--- src/rtl/aq_vfalu_pkg.sv ---
// Shared vfalu definitions: rounding-mode encodings, fflag bit positions and half-format widths.
// Also holds the captured-operand record passed from the capture stage to the round/pack stage.
package aq_vfalu_pkg;

    localparam int HALF_EXP_W = 5;
    localparam int HALF_MAN_W = 10;
    localparam int HLEN       = 1 + HALF_EXP_W + HALF_MAN_W;
    localparam int FX_W       = 54;

    localparam logic [2:0] RM_RNE = 3'b000;
    localparam logic [2:0] RM_RTZ = 3'b001;
    localparam logic [2:0] RM_RDN = 3'b010;
    localparam logic [2:0] RM_RUP = 3'b011;
    localparam logic [2:0] RM_RMM = 3'b100;

    localparam int FFLAG_NV = 4;
    localparam int FFLAG_DZ = 3;
    localparam int FFLAG_OF = 2;
    localparam int FFLAG_UF = 1;
    localparam int FFLAG_NX = 0;

    typedef struct packed {
        logic                  sign;
        logic [2:0]            rm;
        logic [HALF_MAN_W-1:0] man;
        logic                  guard;
        logic                  sticky;
        logic                  special;
        logic [HLEN-1:0]       spec_res;
        logic [4:0]            spec_ff;
    } xtoh_s1_t;

endpackage

--- src/rtl/aq_fcnvt_xtoh_rnd_inc.sv ---
// Round-increment decision from rounding mode, sign, kept lsb, guard and sticky.
// Purely combinational so the normal-number path can share it.
module aq_fcnvt_xtoh_rnd_inc
    import aq_vfalu_pkg::*;
(
    input  logic [2:0] rm,
    input  logic       sign,
    input  logic       lsb,
    input  logic       guard,
    input  logic       sticky,
    output logic       inc
);

    // NOTE: every output of a combinational block gets a default first, so no path infers a latch.
    always_comb begin
        inc = 1'b0;
        case (rm)
            RM_RNE:  inc = guard & (sticky | lsb);
            RM_RDN:  inc = sign & (guard | sticky);
            RM_RUP:  inc = ~sign & (guard | sticky);
            RM_RMM:  inc = guard;
            default: inc = 1'b0; // RTZ and the reserved encodings truncate
        endcase
    end

endmodule

--- src/rtl/aq_fcnvt_xtoh_rnd.sv ---
// X->half denormal round/pack stage: capture register (S1) then round/pack output register (S2),
// joined by a valid/ready pipe that sustains one result per clock.
module aq_fcnvt_xtoh_rnd
    import aq_vfalu_pkg::*;
(
    input  logic              forever_cpuclk,
    input  logic              cpurst,
    input  logic              xtoh_rnd_flush,
    input  logic              xtoh_rnd_in_vld,
    output logic              xtoh_rnd_in_rdy,
    input  logic              xtoh_rnd_in_sign,
    input  logic [2:0]        xtoh_rnd_in_rm,
    input  logic [10:0]       xtoh_rnd_in_f_v,
    input  logic [FX_W-1:0]   xtoh_rnd_in_f_x,
    input  logic              xtoh_rnd_in_special,
    input  logic [HLEN-1:0]   xtoh_rnd_in_spec_res,
    input  logic [4:0]        xtoh_rnd_in_spec_ff,
    output logic              xtoh_rnd_out_vld,
    input  logic              xtoh_rnd_out_rdy,
    output logic [HLEN-1:0]   xtoh_rnd_out_res,
    output logic [4:0]        xtoh_rnd_out_fflags
);

    logic            s1_vld;
    logic            s2_vld;
    logic            s1_load;
    logic            s2_load;
    xtoh_s1_t        s1_q;
    logic            inc;
    logic [HALF_MAN_W:0] sum;
    logic [HLEN-1:0] res_d;
    logic [4:0]      ff_d;

    // One-level chain: out_rdy reaches in_rdy only through s2_load.
    assign s2_load         = ~s2_vld | xtoh_rnd_out_rdy;
    assign s1_load         = ~s1_vld | s2_load;
    assign xtoh_rnd_in_rdy = s1_load;

    // NOTE: sequential state uses non-blocking assignments so every register samples pre-edge values.
    always_ff @(posedge forever_cpuclk) begin
        if (cpurst || xtoh_rnd_flush) begin
            s1_vld <= 1'b0;
        end else if (s1_load) begin
            s1_vld <= xtoh_rnd_in_vld;
        end
    end

    // NOTE: payload registers carry no reset; the valid bit alone says whether their contents matter.
    always_ff @(posedge forever_cpuclk) begin
        if (s1_load && xtoh_rnd_in_vld && !xtoh_rnd_flush) begin
            s1_q.sign     <= xtoh_rnd_in_sign;
            s1_q.rm       <= xtoh_rnd_in_rm;
            s1_q.man      <= xtoh_rnd_in_f_v[HALF_MAN_W-1:0];
            s1_q.guard    <= xtoh_rnd_in_f_x[FX_W-1];
            s1_q.sticky   <= |xtoh_rnd_in_f_x[FX_W-2:0];
            s1_q.special  <= xtoh_rnd_in_special;
            s1_q.spec_res <= xtoh_rnd_in_spec_res;
            s1_q.spec_ff  <= xtoh_rnd_in_spec_ff;
        end
    end

    aq_fcnvt_xtoh_rnd_inc u_inc (
        .rm     (s1_q.rm),
        .sign   (s1_q.sign),
        .lsb    (s1_q.man[0]),
        .guard  (s1_q.guard),
        .sticky (s1_q.sticky),
        .inc    (inc)
    );

    assign sum = {1'b0, s1_q.man} + {{HALF_MAN_W{1'b0}}, inc};

    always_comb begin
        res_d = {s1_q.sign, {HALF_EXP_W{1'b0}}, sum[HALF_MAN_W-1:0]};
        ff_d  = 5'h00;
        if (s1_q.special) begin
            res_d = s1_q.spec_res;
            ff_d  = s1_q.spec_ff;
        end else begin
            // Mantissa carry-out rounds the denormal up to the smallest normal.
            if (sum[HALF_MAN_W]) begin
                res_d = {s1_q.sign, {{(HALF_EXP_W-1){1'b0}}, 1'b1}, {HALF_MAN_W{1'b0}}};
            end
            ff_d[FFLAG_NX] = s1_q.guard | s1_q.sticky;
            ff_d[FFLAG_UF] = (s1_q.guard | s1_q.sticky) & ~sum[HALF_MAN_W];
        end
    end

    always_ff @(posedge forever_cpuclk) begin
        if (cpurst) begin
            s2_vld              <= 1'b0;
            xtoh_rnd_out_res    <= '0;
            xtoh_rnd_out_fflags <= '0;
        end else if (xtoh_rnd_flush) begin
            s2_vld <= 1'b0;
        end else if (s2_load) begin
            s2_vld <= s1_vld;
            if (s1_vld) begin
                xtoh_rnd_out_res    <= res_d;
                xtoh_rnd_out_fflags <= ff_d;
            end
        end
    end

    assign xtoh_rnd_out_vld = s2_vld;

endmodule

--- config.mk ---
export PLATFORM = sky130hd
export DESIGN_NAME = aq_fcnvt_xtoh_rnd
export DESIGN_NICKNAME = d
export VERILOG_FILES = /design/src/rtl/aq_vfalu_pkg.sv /design/src/rtl/aq_fcnvt_xtoh_rnd_inc.sv /design/src/rtl/aq_fcnvt_xtoh_rnd.sv
export SDC_FILE = /design/constraint.sdc
export NUM_CORES = 1
export LEC_CHECK = 0
export BUFFER_PORTS_ARGS = -buffer_cell sky130_fd_sc_hd__clkbuf_2
export CAP_MARGIN = 20
export CORE_ASPECT_RATIO = 1.5
export CORE_MARGIN = 3
export CORE_UTILIZATION = 49
export DETAILED_ROUTE_END_ITERATION = 10
export PLACE_DENSITY = 0.94
export SETUP_SLACK_MARGIN = 0.5
export SLEW_MARGIN = 20
export SYNTH_ARGS = -nofsm -noshare
export SYNTH_HDL_FRONTEND = slang
export SYNTH_HIERARCHICAL = 1
export SYNTH_SLANG_ARGS = --single-unit
export TNS_END_PERCENT = 10
--- constraint.sdc ---
create_clock -name forever_cpuclk -period 4.34 [get_ports forever_cpuclk]
set_clock_uncertainty 0.05 [all_clocks]
set_input_delay 0.868 -clock forever_cpuclk [delete_from_list [all_inputs] [get_ports forever_cpuclk]]
set_output_delay 0.868 -clock forever_cpuclk [all_outputs]
set_load 0.02 [all_outputs]
==> impl_metrics.json <==
{
  "nFillCells": 395,
  "worstSetupEndpointType": "flop",
  "drive_gt1_share_pct": 42.1,
  "areaGrowthSynthToFinish_pct": 32.5,
  "synthFlopType": "edfxtp_1",
  "cts_tree": "built",
  "drv_cap": 0,
  "final_cell_area_um2": 3330,
  "leakage_nw": 1.39,
  "ys_ff_latch": 61,
  "syn_inst": 206,
  "antenna_left": 0,
  "clockBufferDepth": 2,
  "start_util_pct": 51.5,
  "setup.worst_path.start_class": "flop",
  "wl_um": 6070,
  "yosysWarningCount": 6,
  "synth_fp_nets": 304,
  "hp-class": "flop to flop",
  "antenna_found_initial": 0,
  "htreeDepth": 3,
  "diodes": 0,
  "maxSlewViolCount": 0,
  "relSlewSlack_pct": 34.2,
  "die_h_um": 93.7,
  "seq_area_frac_synth_pct": 63.7,
  "io_buffers": 117,
  "grt_first_pass_wirelength_um": 9580,
  "worst_pin_slew_ns": 0.986,
  "synth_area_um2": 2510,
  "required_ns": 4.47,
  "multiInputGateArea_um2": 851,
  "post_cts.repair.setup_buffers": 0,
  "yosysUniqueCellTypes": 42,
  "viasPerCell": 5.36,
  "syn_area_per_cell_um2": 12.2,
  "row_count": 31,
  "grt_use_total_pct": 21.3,
  "fin_setup_tns_ns": 0,
  "irDropWorstVdd_mv": 0.258,
  "power_density_nw_per_um2": 375,
  "place_area_um2": 3140,
  "num_io_pins": 119,
  "cts_hold_buf": 0,
  "grt_overflow": 0,
  "period_share_pct": 57.9,
  "place.gp.congestion": 0.836,
  "dp_hpwl_um": 4570,
  "die_area_um2": 6050,
  "core_area_um2": 4890,
  "async_flop_share_pct": 0,
  "path_max_fanout": 7,
  "setup_viol": 0,
  "via_count": 2124,
  "outcome": "finished, final reports clean",
  "path_clk_slew_ns": 0.07,
  "clock-root-buffer": "clkbuf_8",
  "wire_per_inst_um": 15.3,
  "dp_cells": 380,
  "cts_resized": 0,
  "grt_pass1_vias": 2138,
  "grt_max_degree": 39,
  "drc": 0,
  "cp.arrival_ns": 2.64,
  "cts_made_buffers": 9,
  "die_w_um": 64.5,
  "critPathKind": "flop to flop",
  "finalCriticalPeriod_ns": 2.51,
  "clock_latency_ns": 0.33,
  "finalNonFillerCells": 396,
  "drt_iter0_drc": 75,
  "fin_util_pct": 68.2,
  "finalHoldViolCount": 0,
  "clkSinkCount": 61,
  "layout.nets": 423,
  "register_area_um2": 1600,
  "synth-edff-count": 38,
  "fmax_ghz": 0.398,
  "grt_setup_unrepaired": "no",
  "first_pass_iters": 4
}
[placed cells by master, fill, tap and decap left out, types with 7 or more instances in the layout]
cell | netlist | final
nor4_1 | 12 | 12
a21oi_1 | 17 | 17
nand4_1 | 7 | 7
nand2_1 | 14 | 14
nor3_1 | 7 | 7
nand3_1 | 12 | 12
nor2_1 | 11 | 11
clkbuf_2 | 0 | 117
dfxtp_1 | 23 | 23
o21ai_0 | 9 | 9
clkbuf_8 | 0 | 9
edfxtp_1 | 38 | 38
[critical path: stages, from the launching register on]
cell and delay (ns):
edfxtp_1 0.38, or2b_1 0.23, o32ai_1 0.42, ha_1 0.45, nor2_1 0.09, o31a_1 0.24
a311oi_1 0.37, o41ai_2 0.12
[flip-flops by register name, indices dropped and copies added, names as in the netlist]
signal / flops
s1_q: 38
s1_vld: 1
xtoh_rnd_out_fflags: 5
xtoh_rnd_out_res: 16
xtoh_rnd_out_vld: 1
[stage by stage]
step	power (mW)	worst slack, ns	hold WS [ns]
after floorplan	0.727	1.79	0.434
after global placement	0.784	1.82	0.387
after detailed placement	0.789	1.82	0.394
after CTS	1.27	1.84	0.403
after global routing	1.30	1.67	0.424
final	1.25	1.83	0.400
[where the power goes]
group	switching [mW]	leakage (nW)	internal, mW	total, mW
clock	0.202	0.104	0.272	0.474
sequential	0.0225	0.545	0.649	0.671
combinational	0.0530	0.737	0.0526	0.106
[layer usage]
layer  vias to the layer above  routed length, µm  track usage [%]
li1                       1035                  -                -
met1                       960               2170             21.1
met2                       116               3290             40.0
met3                        13                470             5.03
met4                         0                142             11.5
met5                         -                  0                0
[final timing paths]
check	startpoint	end	slack (ns)	depth (start not counted)
worst max-delay path	s1_q[36]	xtoh_rnd_out_res[9]	1.83	7
worst min-delay path	xtoh_rnd_out_res[11]	xtoh_rnd_out_res[11]	0.40	2
worst max register to register	s1_q[36]	xtoh_rnd_out_res[9]	1.83	7
worst min register to register	xtoh_rnd_out_res[11]	xtoh_rnd_out_res[11]	0.40	2
[area by class of cell]
type,count,area share [%]
Sequential cell,61,48.1
Clock inverter,4,0.563
Inverter,2,0.225
Timing Repair Buffer,118,17.8
Tap cell,66,2.48
Clock buffer,12,5.33
Multi-Input combinational cell,133,25.5
[cell families (layout without fill, tap and decap cells)]
kind of cell | count (synthesis) | count (layout) | share of synthesized area [%]
adders and majority gates | 2 | 2 | 0.995
xor gates and xnor gates | 6 | 6 | 2.09
AOI/OAI and AO/OA | 45 | 45 | 12.9
buffers and inverters | 12 | 136 | 2.54
DFF | 61 | 61 | 63.7
muxes | 1 | 1 | 0.398
and+or+nand+nor | 79 | 79 | 17.4
[cells in the mapped netlist, drive strengths merged (3+ instances only)]
cell type,instances,area share [%]
o21ai,9,1.8
nand2,14,2.1
clkbuf,5,0.75
dfxtp,23,18
buf,5,1.5
edfxtp,38,45
xnor2,5,1.7
nor2b,3,1.0
nand4,7,1.7
nor4,12,3.0
a21oi,17,3.4
a221oi,4,1.4
nor2,11,1.6
nand3,12,2.4
nor3,7,1.4
Power figures use the tool's default switching activity.
